<file path="src/rtl/time_counter.sv">
// Time-of-day and day-of-week counter feeding the alarm comparator.
// Latency: one clock from a sec_tick or advance press to the updated outputs;
//   the whole sec->min->hrs->day carry chain resolves in that single edge.
// Backpressure: none; ticks arriving in set mode are dropped, not queued.
//
// Ports:
//   clk, rst_n   clock and async active-low reset
//   sec_tick     one-cycle 1 Hz strobe, one second per high cycle
//   set_mode     level; freezes timekeeping and enables the advance buttons
//   min_adv      debounced level button, each rising edge steps the minute
//   hrs_adv      debounced level button, each rising edge steps the hour
//   day_adv      debounced level button, each rising edge steps the day
//   tsec         seconds 0-59
//   tmin         minutes 0-59
//   thrs         hours 0-23
//   tdays        day of week 0-6 (0 = Sunday)
//   min_strobe   one-cycle pulse while the freshly updated tmin is first visible
module time_counter (
  input  logic       clk,
  input  logic       rst_n,
  input  logic       sec_tick,
  input  logic       set_mode,
  input  logic       min_adv,
  input  logic       hrs_adv,
  input  logic       day_adv,
  output logic [6:0] tsec,
  output logic [6:0] tmin,
  output logic [6:0] thrs,
  output logic [6:0] tdays,
  output logic       min_strobe
);

  localparam logic [6:0] SEC_LAST = 7'd59;
  localparam logic [6:0] MIN_LAST = 7'd59;
  localparam logic [6:0] HRS_LAST = 7'd23;
  localparam logic [6:0] DAY_LAST = 7'd6;

  // Step a field by one; any value at or past its last legal value loads 0,
  // which also recovers from out-of-range values.
  function automatic logic [6:0] step(input logic [6:0] v, input logic [6:0] last);
    return (v >= last) ? 7'd0 : v + 7'd1;
  endfunction

  logic min_prev;
  logic hrs_prev;
  logic day_prev;
  // Cleared by reset and set by the first clock edge, so the edge that
  // releases reset never counts a tick or a press.
  logic run_ok;

  logic min_edge;
  logic hrs_edge;
  logic day_edge;
  logic sec_wrap;
  logic min_wrap;
  logic hrs_wrap;

  assign min_edge = min_adv & ~min_prev;
  assign hrs_edge = hrs_adv & ~hrs_prev;
  assign day_edge = day_adv & ~day_prev;

  assign sec_wrap = (tsec >= SEC_LAST);
  assign min_wrap = (tmin >= MIN_LAST);
  assign hrs_wrap = (thrs >= HRS_LAST);

  always_ff @(posedge clk or negedge rst_n) begin
    if (!rst_n) begin
      tsec       <= 7'd0;
      tmin       <= 7'd0;
      thrs       <= 7'd0;
      tdays      <= 7'd0;
      min_strobe <= 1'b0;
      min_prev   <= 1'b0;
      hrs_prev   <= 1'b0;
      day_prev   <= 1'b0;
      run_ok     <= 1'b0;
    end else begin
      run_ok <= 1'b1;
      // History follows the buttons in every mode, so a button already held
      // when set mode is entered must be released before it steps anything.
      min_prev   <= min_adv;
      hrs_prev   <= hrs_adv;
      day_prev   <= day_adv;
      min_strobe <= 1'b0;

      if (run_ok) begin
        if (set_mode) begin
          tsec <= 7'd0;
          if (min_edge) begin
            tmin       <= step(tmin, MIN_LAST);
            min_strobe <= 1'b1;
          end
          if (hrs_edge) thrs  <= step(thrs, HRS_LAST);
          if (day_edge) tdays <= step(tdays, DAY_LAST);
        end else if (sec_tick) begin
          tsec <= step(tsec, SEC_LAST);
          if (sec_wrap) begin
            tmin       <= step(tmin, MIN_LAST);
            min_strobe <= 1'b1;
            if (min_wrap) begin
              thrs <= step(thrs, HRS_LAST);
              if (hrs_wrap) tdays <= step(tdays, DAY_LAST);
            end
          end
        end
      end
    end
  end

endmodule

</file>
<file path="config.mk">
export PLATFORM = sky130hd
export DESIGN_NAME = time_counter
export DESIGN_NICKNAME = d
export VERILOG_FILES = /design/src/rtl/time_counter.sv
export SDC_FILE = /design/constraint.sdc
export NUM_CORES = 1
export LEC_CHECK = 0
export ABC_AREA = 1
export BUFFER_PORTS_ARGS = -buffer_cell sky130_fd_sc_hd__buf_2
export CAP_MARGIN = 20
export CELL_PAD_IN_SITES_DETAIL_PLACEMENT = 0
export CELL_PAD_IN_SITES_GLOBAL_PLACEMENT = 1
export CORE_UTILIZATION = 39
export DETAILED_ROUTE_END_ITERATION = 12
export PLACE_DENSITY = 0.86
export SETUP_SLACK_MARGIN = 0.2
export SYNTH_ARGS = -nofsm -noshare
export SYNTH_HDL_FRONTEND = slang
export SYNTH_SLANG_ARGS = --single-unit
</file>
<file path="constraint.sdc">
create_clock -name clk -period 1.75 [get_ports clk]
set_clock_uncertainty 0.15 [all_clocks]
set_input_delay 0.2625 -clock clk [delete_from_list [all_inputs] [get_ports clk]]
set_output_delay 0.2625 -clock clk [all_outputs]
set_load 0.02 [all_outputs]
</file>
Word-level counts from Yosys, hierarchy flattened
Cells that the tools add are included.
{"block": "op_classes", "addsub": 4, "n_lt_le_gt_ge": 4, "n_eq_ne": 3, "muxes": 26, "bitwise": 6, "reduce_logical": 8}
{"op": "7-bit two-way mux", "n": 21}
{"op": "7-bit by 1-bit adder with 7-bit output (second input constant)", "n": 4}
{"op": "7-bit by 6-bit >= comparator with 1-bit output (second input constant)", "n": 2}
{"op": "2-bit nonzero test", "n": 4}
{"op": "7-bit by 3-bit >= comparator with 1-bit output (second input constant)", "n": 1}
{"op": "7-bit by 5-bit >= comparator with 1-bit output (second input constant)", "n": 1}
{"op": "2-bit by 1-bit inequality test with 1-bit output (second input constant)", "n": 3}
{"op": "6-bit AND reduction", "n": 1}
{"op": "1-bit two-way mux", "n": 5}
{"op": "5-bit AND reduction", "n": 1}
{"op": "4-bit AND reduction", "n": 1}
{"op": "1-bit bitwise AND", "n": 3}
{"op": "1-bit NOT", "n": 3}
{"op": "2-bit AND reduction", "n": 1}
{"block": "totals", "regBits": 33, "input_bits": 7, "out_inout_bits": 29, "wordCells": 60}

Longest topological paths before layout
Gate-level depths: netlist of run 1.
{"block": "logic_depth", "ltp_word": 7, "depth_mapped": 10, "mapped_depth_nobuf": 10}

Worst setup path after synthesis of run 1
No wires, ideal clock.
{"block": "synth_path", "kind": "register to register", "start": "register tsec[0]", "end": "register tmin[0]", "setup_ns": 0.119, "arrival_ns": 1.386, "required_time_ns": 1.481, "path_slack_ns": 0.095, "path_stages_with_launch": 11, "path_buffers": 1, "synth_period_minus_slack_ns": 1.655, "path_cell_list": "dfrtp_1 ha_1 inv_1 nand3_1 nand2_2 nand2_4 nand2_4 nor2_4 buf_6 nand3_1 o21ai_2"}
{"block": "synth_between", "elab_chain_cells": 3}
{"item": "from (decl)", "line": "26", "text": "output logic [6:0] tsec,"}
{"item": "from (signal assigned)", "line": "96", "text": "tsec <= step(tsec, SEC_LAST);"}
{"item": "7-bit by 6-bit >= comparator with 1-bit output", "line": "62", "text": "assign sec_wrap = (tsec >= SEC_LAST);"}
{"item": "2-bit nonzero test (no source line)"}
{"item": "4-bit AND reduction (no source line)"}
{"item": "to (signal assigned)", "line": "90", "text": "tmin <= step(tmin, MIN_LAST);"}
{"item": "to (signal assigned)", "line": "98", "text": "tmin <= step(tmin, MIN_LAST);"}
{"item": "to (decl)", "line": "27", "text": "output logic [6:0] tmin,"}
No other way between the ends.
A chain may end at the register's enable or synchronous reset.

Worst setup path after layout of run 1
{"block": "layout_path", "start": "register tsec[0]", "end": "register tmin[5]"}
Same word-level chain as after synthesis.

==> impl_results.md, run 1 <==
- Die Width: 66.8 um
- Sink Count: 33
- Buffers on Ports: 35
- CTS tree: done
- WS Path Type: register to register
- PD cells: 1170 nW/um2
- Outcome: finished, final reports clean
- Area of the multi-input gates: 790 um2
- WL/cell: 11.1 um
- Sw power: 0.906 mW
- Post-synthesis register bit count: 33
- CP Launch Type: register
- Gpl congestion: 0.789
- Fillcell total: 380
- Die Area: 4460 um2
- Most frequent cells in the layout: buf_2, nand2_1, dfrtp_1
- Final nets: 266
- IO Count: 36
- Final ANT Viol Nets: 0
- Setup repair after global routing missed its margin: true
- Worst Hold Class: primary input to register
- DRC: 0
- Crit path top cell by count: nand2_4
- Setup_tns: 0 ns
- Pin count of the biggest net entering global routing: 20
- Critical path buffer and inverter count: 2
- Switch share: 34.5%
- Max_cap viols: 0
- Register area: 833 um2
- Deepest clock path buffer count: 2
- Distinct cells, synth: 21
- Post-synth top area cell: dfrtp_1
- Combinational share of power: 32.3%
- Synthesis-to-layout area growth: 36.9%
- Drt pass-1 iters: 4
- Post-Syn Nets: 208
- Placed Area: 1920 um2
- Slew Limit Fails: 0
- Via density: 4.52
- Core area: 4030 um2
- DRT iter0 DRCs: 36
- Routed WL: 3370 um
- Diode count: 0
- Die H: 66.8 um
- Post-Synthesis Cells: 196
- Vias: 1379
- Seq/Total Area, Yosys: 50.5%
- Lkg Pwr: 1.22 nW
- Most common cell after layout, fill and taps aside: buf_2
- Row cnt: 23
- Clk Latency, worst-skew pair: 0.28 ns
- Critical path's top delay family: simple AND/OR/NAND/NOR gates
- Post-layout min period: 1.53 ns
- Internal power: 1.72 mW
- Vias in the first global route: 1269
- Peak supply drop: 577 uV
- Clk slew on worst S/H paths: 0.07 ns
- H-tree depth reported by CTS: 2
- Initial antenna violation count: 0
- Worst-path fanout max: 6
- Yosys warnings: 0
- Final instance area: 2240 um2
- Register share of total power: 39.7%
- Max Clock Freq: 0.652 GHz
- Gr usage total: 16.9%
- Final Cycle Share: 87.6%
- First-pass GRT wire length: 5620 um
- Root Buffer: clkbuf_8
- DP HPWL: 2460 um
- Critical path's slowest cell: dfrtp_2
- Synth Area per Inst: 8.35 um2
- Area fraction of the dominant cell type after synthesis: 50.5%
- Crit-path cells: ha_4, inv_2, nand3_2, nand2_2, nand2_4, nand2_4, nor2_4, buf_6, nand3_1, nand2_1
- Crit-path max cell delay: 0.45 ns
- Num CTS Buffers: 5
- Worst Setup End Kind: register
- Final Hold Fails: 0
- Clock share of power: 28.0%
- Data arrival time of the critical path: 1.56 ns
- Critical path required time: 1.78 ns
- GR Overflow Total: 0
- Synthesized area: 1640 um2
- Final setup fails: 0
- Synth top area cells: dfrtp_1, nand2_1, inv_1, nor2_1, nand3_1
- Share of layout cells above drive strength 1: 38.8%
- Initial Util: 40.6%
==> cell usage after synthesis, drive strengths merged <==
master and n:
dfrtp 33, buf 1, nor3b 1, nor2 28, conb 1, xnor2 1, ha 5, nand3 17
nand4 2, a21oi 3, nand2 52, inv 32, nor3 1, xor2 6, o21ai 13
==> state kept, by name, indices dropped and copies added (netlist names) <==
register / flops
day_prev: 1
hrs_prev: 1
min_prev: 1
min_strobe: 1
run_ok: 1
tdays: 7
thrs: 7
tmin: 7
tsec: 7
==> power by group through the flow <==
| stage | clock, mW | sequential (mW) | combinational, mW |
|---|---|---|---|
| 6_report | 0.735 | 1.04 | 0.847 |
| 5_1_grt | 0.789 | 1.06 | 0.943 |
| 4_1_cts | 0.756 | 1.02 | 0.784 |
| 3_5_place_dp | 0 | 1.05 | 0.686 |
| 3_3_place_gp | 0 | 1.05 | 0.676 |
| 2_1_floorplan | 0 | 1.19 | 0.312 |
==> path summary, 6_finish.rpt <==
kind / from / endpoint / slack [ns] / cells after the start
worst max-delay path: tsec[0] / tmin[5] / 0.22 / 10
worst min-delay path: set_mode / tsec[1] / 0.28 / 4
worst max register to register: tsec[0] / tmin[5] / 0.22 / 10
worst min register to register: tmin[6] / tmin[6] / 0.35 / 2
max in group asynchronous: rst_n / min_strobe / 0.63 / 3
min in group asynchronous: rst_n / thrs[6] / 0.30 / 2
==> per-stage QoR <==
stage	std cells	setup slack [ns]	utilization [%]	total power, mW	hold slack [ns]
after floorplan	196	0.191	-	1.50	-0.183
after global placement	284	0.141	47.7	1.73	0.0855
after CTS	303	0.200	53.4	2.56	0.272
after detailed placement	284	0.119	47.7	1.74	0.0877
final	305	0.217	55.6	2.62	0.279
after global routing	305	0.118	55.6	2.80	0.304
==> kinds of logic after synthesis <==
kind of cell | count (synthesis) | synth area share (%)
and+or+nand+nor | 101 | 28.6
buffers and inverters | 33 | 8.03
DFF | 33 | 50.5
AOI/OAI and AO/OA | 16 | 5.12
xor gates and xnor gates | 7 | 3.75
adders and majority gates | 5 | 3.82
other | 1 | 0.229
==> worst reg2reg max path: stages (launching register included) <==
cell and delay [ns]:
dfrtp_2 0.45, ha_4 0.18, inv_2 0.05, nand3_2 0.05, nand2_2 0.09, nand2_4 0.07
nand2_4 0.08, nor2_4 0.06, buf_6 0.14, nand3_1 0.07, nand2_1 0.05
==> layout make-up <==
| class | instances | share of cell area, % |
|---|---|---|
| Tap cell | 50 | 2.79 |
| Clock buffer | 7 | 3.85 |
| Inverter | 32 | 5.47 |
| Timing Repair Buffer | 52 | 14.1 |
| Sequential cell | 33 | 37.2 |
| Clock inverter | 1 | 1.34 |
| Multi-Input combinational cell | 130 | 35.2 |
==> per-layer routing <==
metal	global-route usage (%)	share of wire (%)
met3	4.62	3.5
met1	21.4	47
met2	27.4	48
met5	0	0
met4	6.38	1.5
==> timing repair <==
action                                  in CTS  in global routing
hold buffers                                 4                  0
pin swaps                                    6                 11
gates resized for setup                      8                 22
endpoints found under the hold margin       20                  0
setup buffers                                7                  2
endpoints found under the setup margin      18                 22
(Power assumes the default switching activity.)
==> inputs of run 2 (changes only) <==
- CORE_UTILIZATION: 39 -> 41
- CTS_BUF_LIST: not set -> sky130_fd_sc_hd__clkbuf_8
- PLACE_DENSITY: 0.86 -> 0.89
==> impl_results.md, run 2 (synthesis results as in run 1) <==
- Reg2reg start: tsec[3]
- Clk Latency, worst-skew pair: 0.28 ns (about the same)
- Clk slew on worst S/H paths: 0.07 ns (about the same)
- R2r endpoint: tmin[5]
- DRT iter0 DRCs: 125 (+250%)
- Buffers on Ports: 35 (unchanged)
- Crit-path max cell delay: 0.42 ns (-0.03 ns)
- Post-Layout Cell Count: 307 (+0.66%)
- H-tree depth reported by CTS: 2 (unchanged)
- Crit path top cell by count: nand2_2
- Synthesis-to-layout area growth: 39.0%
- Max_cap viols: 0 (unchanged)
- Crit-path cells: nand2_2, nor2_2, nand2_2, nand2_4, nand2_4, nor2_4, buf_6, nand3_2, nand2_2
- Reg2Reg Depth: 9 (-1)
- PD cells: 1090 nW/um2 (-6.7%)
- Initial Util: 43.7% (+3.1 points)
- Post-layout min period: 1.56 ns (+0.0303 ns)
- Fillcell total: 363 (-4.5%)
- Critical path's slowest cell: dfrtp_1
- Lkg Pwr: 1.23 nW (+0.74%)
- Diode count: 0 (unchanged)
- Num CTS Buffers: 5 (unchanged)
- Row cnt: 22 (-4.3%)
- Via density: 4.68 (+3.5%)
- Data arrival time of the critical path: 1.63 ns (+0.07 ns)
- Placed insts: 282 (-0.70%)
- Worst-path fanout max: 6 (unchanged)
- Routed WL: 3500 um (+3.7%)
- Hold Path Depth: 4 (unchanged)
- Worst Hold Class: primary input to register
- DRC: 0 (unchanged)
- Area of the multi-input gates: 823 um2 (+4.3%)
- Final Cycle Share: 89.3% (+1.7 points)
- Die Width: 65.2 um (-2.4%)
- Pin count of the biggest net entering global routing: 16 (-20%)
- DP HPWL: 2400 um (-2.5%)
- Critical path required time: 1.82 ns (+0.04 ns)
- First-pass GRT wire length: 5870 um (+4.5%)
- Final Hold Fails: 0 (unchanged)
- WHS Endpoint: tsec[0]
- Most frequent cells in the layout: buf_2, nand2_1, dfrtp_1
- Drt pass-1 iters: 4 (unchanged)
- Core area: 3740 um2 (-7.1%)
- Worst Setup End Kind: register
- Share of layout cells above drive strength 1: 44.8% (+6.0 points)
- Final setup fails: 0 (unchanged)
- WL/cell: 11.4 um (+3.0%)
- Deepest clock path buffer count: 2 (unchanged)
- Slew Limit Fails: 0 (unchanged)
- CTS tree: done
- Vias in the first global route: 1372 (+8.1%)
- Final ANT Viol Nets: 0 (unchanged)
- Setup repair after global routing missed its margin: true
- Final Util: 60.8% (+5.1 points)
- Initial antenna violation count: 0 (unchanged)
- Final nets: 270 (+1.5%)
- Vias: 1437 (+4.2%)
- Setup_tns: 0 ns (unchanged)
- Register area: 833 um2 (unchanged)
- Final instance area: 2270 um2 (+1.5%)
- Placed Area: 1920 um2 (-0.13%)
- Peak supply drop: 645 uV (+12%)
- Gr usage total: 17.8% (+0.87 points)
- WS Path Type: register to register
- Max Clock Freq: 0.640 GHz (-1.9%)
- CP Launch Type: register
- Min-delay src: set_mode
- Most common cell after layout, fill and taps aside: buf_2
- Die H: 65.2 um (-2.4%)
- Sink Count: 33 (unchanged)
- Flop2flop setup slack: 0.19 ns (-0.03 ns)
- Root Buffer: clkbuf_8
- Outcome: finished, final reports clean
- IO Count: 36 (unchanged)
- Gpl congestion: 0.813 (+3.1%)
- Die Area: 4250 um2 (-4.7%)
- GR Overflow Total: 0 (unchanged)
==> run 2: layer usage <==
metal / vias up / global-route usage [%] / part of all wire, %
met5: - / 0 / 0
met4: 0 / 6.52 / 1.3
met3: 7 / 3.65 / 3.5
met2: 27 / 29.9 / 50
met1: 675 / 22.5 / 46
li1: 728 / - / -
==> run 2: report_power, final <==
part	internal [mW]	switching (mW)	leakage (nW)
combinational	0.385	0.515	0.757
sequential	0.900	0.149	0.425
clock	0.269	0.267	0.0491
==> run 2: how the worst max path moves through the flow <==
stage | slack, ns | depth (start not counted) | from | endpoint
after floorplan | 0.19 | 10 | tsec[1] | tmin[0]
final | 0.19 | 9 | tsec[3] | tmin[5]
after global placement | 0.15 | 10 | tmin[0] | tdays[5]
after CTS | 0.19 | 10 | tsec[0] | tmin[4]
after detailed placement | 0.12 | 10 | tmin[0] | tdays[3]
after global routing | 0.11 | 10 | tsec[0] | tmin[5]
==> run 2: repair_timing <==
item	CTS	global route
hold buffers	4	0
cloned	0	0
endpoints found under the setup margin	19	21
pin swaps	7	15
hold endpoints to repair	16	0
gates resized for setup	12	32
setup buffers	5	8
==> run 2: worst max-delay path, delay by kind of cell (launching register included) <==
family / cells / cell delay (ns)
buf+inv: 1 / 0.16
flops: 1 / 0.42
simple gates: 8 / 0.77
==> run 2: stage by stage <==
step           hold slack [ns]  total power, mW  worst slack [ns]
2_1_floorplan           -0.183             1.50             0.191
3_3_place_gp            0.0392             1.73             0.146
3_5_place_dp            0.0452             1.74             0.117
4_1_cts                  0.225             2.34             0.190
5_1_grt                  0.257             2.66             0.106
6_report                 0.227             2.49             0.187
==> run 2: cell type report <==
type,count,share of cell area (%)
Timing Repair Buffer,56,15.4
Clock inverter,3,0.605
Inverter,32,5.50
Tap cell,48,2.64
Sequential cell,33,36.6
Multi-Input combinational cell,130,36.2
Clock buffer,5,3.03
==> inputs of run 3 (changes only) <==
--- a/config.mk
+++ b/config.mk
@@ -8,3 +8,2 @@
 export ABC_AREA = 1
-export BUFFER_PORTS_ARGS = -buffer_cell sky130_fd_sc_hd__buf_2
 export CAP_MARGIN = 20
@@ -12,5 +11,6 @@
 export CELL_PAD_IN_SITES_GLOBAL_PLACEMENT = 1
-export CORE_UTILIZATION = 41
+export CORE_UTILIZATION = 48
 export CTS_BUF_LIST = sky130_fd_sc_hd__clkbuf_8
 export DETAILED_ROUTE_END_ITERATION = 12
+export DONT_BUFFER_PORTS = 1
 export PLACE_DENSITY = 0.89
--- a/constraint.sdc
+++ b/constraint.sdc
@@ -4,2 +4,2 @@
 set_output_delay 0.2625 -clock clk [all_outputs]
-set_load 0.02 [all_outputs]
+set_load 0.005 [all_outputs]
==> impl_results.md, run 3 (synthesis results as in run 1) <==
- DRT iter0 DRCs: 72 (-42%)
- Critical path required time: 1.77 ns (-0.05 ns)
- Worst Hold Class: primary input to register
- Slew Limit Fails: 0 (unchanged)
- Drt pass-1 iters: 4 (unchanged)
- WP depth: 10 (+1)
- Die H: 60.4 um (-7.3%)
- Final instance area: 2040 um2 (-10%)
- Critical path's slowest cell: dfrtp_1
- Initial Util: 51.9% (+8.2 points)
- Die Width: 60.4 um (-7.3%)
- Worst Setup End Kind: register
- Die Area: 3650 um2 (-14%)
- Critical path buffer and inverter count: 2 (+1)
- CP Launch Type: register
- Gpl congestion: 0.812 (-0.12%)
- Crit-path max cell delay: 0.39 ns (-0.03 ns)
- CTS tree: done
- Final setup fails: 0 (unchanged)
- Worst-path fanout max: 4 (-2)
- Register area: 830 um2 (-0.45%)
- Combinational share of power: 26.9% (-9.3 points)
- Critical path's top delay family: simple AND/OR/NAND/NOR gates
- Via density: 4.97 (+6.2%)
- Max Clock Freq: 0.628 GHz (-1.8%)
- Root Buffer: clkbuf_8
- Diode count: 0 (unchanged)
- DRC: 0 (unchanged)
- Crit-path cells: buf_4, nand2_1, nand2_2, nand2_2, nand3_2, nand2_4, nor2_4, nand2_4, inv_4, nor2_2
- Data arrival time of the critical path: 1.61 ns (-0.02 ns)
- Area of the multi-input gates: 796 um2 (-3.3%)
- Worst setup margin: 0.158 ns (-0.0289 ns)
- Hold Path Depth: 3 (-1)
- PD cells: 1090 nW/um2 (-0.61%)
- Final Hold Fails: 0 (unchanged)
- Post-layout min period: 1.59 ns (+0.0289 ns)
- Final nets: 230 (-15%)
- Share of layout cells above drive strength 1: 32.6% (-12 points)
- First-pass GRT wire length: 5410 um (-7.9%)
- Clock share of power: 25.3% (+3.7 points)
- Total power: 2.21 mW (-11%)
- GR Overflow Total: 0 (unchanged)
- Max_cap viols: 0 (unchanged)
- Deepest clock path buffer count: 2 (unchanged)
- Internal power: 1.47 mW (-5.2%)
- WL/cell: 12.9 um (+13%)
- Clk Latency, worst-skew pair: 0.28 ns (about the same)
- Synthesis-to-layout area growth: 24.5%
- IO Count: 36 (unchanged)
- Row cnt: 20 (-9.1%)
- DP HPWL: 2270 um (-5.2%)
- Outcome: finished, final reports clean
- Most frequent cells in the layout: nand2_1, dfrtp_1, inv_1
- Peak supply drop: 568 uV (-12%)
- Num CTS Buffers: 5 (unchanged)
- Sink Count: 33 (unchanged)
- WS Path Type: register to register
- Core area: 3150 um2 (-16%)
- Fillcell total: 283 (-22%)
- Placed Area: 1740 um2 (-9.5%)
- Setup_tns: 0 ns (unchanged)
- Buffers on Ports: 0 (-100%)
- Sw power: 0.740 mW (-21%)
- Register share of total power: 47.8% (+5.6 points)
- Final Util: 64.6% (+3.9 points)
- Switch share: 33.4% (-4.0 points)
- Routed WL: 3370 um (-3.7%)
- Pre-CTS setup slack: 0.0872 ns (-0.0296 ns)
- Reg2Reg Depth: 10 (+1)
- Final ANT Viol Nets: 0 (unchanged)
- Vias in the first global route: 1271 (-7.4%)
- Vias: 1302 (-9.4%)
- Pin count of the biggest net entering global routing: 34 (+18)
- Initial antenna violation count: 0 (unchanged)
- Lkg Pwr: 1.03 nW (-16%)
- Gr usage total: 20.4% (+2.6 points)
- Clk slew on worst S/H paths: 0.06 ns (about the same)
- Setup repair after global routing missed its margin: true
- Final Cycle Share: 91.0% (+1.7 points)
- H-tree depth reported by CTS: 2 (unchanged)
-- run 3: changes by cell type in the layout (fill, tap and decap cells not counted), moves of 2 or more --
cell	before	now
dfrtp_2	6	3
buf_2	35	0
nand2_1	32	30
dfrtp_1	27	30
clkinv_2	2	0
ha_4	3	1
nand3_2	7	5
nand3_1	10	12
o21ai_2	4	2
nand2_2	15	17
buf_4	15	10
-- run 3: tightest hold or removal path: stages --
cell     delay [ns]
nor2_1         0.05
nand3_1        0.08
o21ai_0        0.08
-- run 3: timing repair --
| item | 4_1_cts | 5_1_grt |
|---|---|---|
| buffers inserted | 2 | 2 |
| resized for setup | 8 | 38 |
| hold buffers | 5 | 0 |
| setup endpoints to repair | 19 | 24 |
| cloned | 0 | 0 |
| pin swaps | 8 | 15 |
| hold endpoints to repair | 36 | 0 |
-- run 3: final timing paths --
path / slack (ns) / from / end
setup / recovery: 0.16 / tmin[0] / tdays[5]
hold / removal: 0.09 / set_mode / tsec[0]
setup reg to reg: 0.16 / tmin[0] / tdays[5]
hold reg to reg: 0.38 / thrs[5] / thrs[5]
max in group asynchronous: 0.95 / rst_n / tdays[0]
min in group asynchronous: 0.30 / rst_n / thrs[4]
-- run 3: final cells by class --
class	count	share of cell area [%]
Multi-Input combinational cell	130	39.0
Sequential cell	33	40.7
Tap cell	44	2.70
Inverter	32	6.14
Clock inverter	1	0.184
Clock buffer	6	4.05
Timing Repair Buffer	16	7.18
-- run 3: stage by stage --
stage | cells | hold slack, ns
floorplan | 196 | -0.183
global placement | 246 | -0.182
detailed placement | 246 | -0.182
CTS | 260 | 0.0947
global route | 262 | 0.104
finish | 262 | 0.0902
-- run 3: metal layers --
layer	up-vias	GRT usage (%)	part of all wire, %
li1	648	-	-
met1	619	24.0	41
met2	27	34.2	51
met3	8	5.97	5.3
met4	0	9.97	2.4
met5	-	0	0
-- run 3: power groups by stage --
stage / Clock, mW / Sequential, mW / Combinational, mW
after floorplan: 0 / 1.04 / 0.307
after global placement: 0 / 1.04 / 0.433
after detailed placement: 0 / 1.05 / 0.447
after CTS: 0.579 / 1.04 / 0.497
after global routing: 0.615 / 1.08 / 0.673
final: 0.560 / 1.06 / 0.595
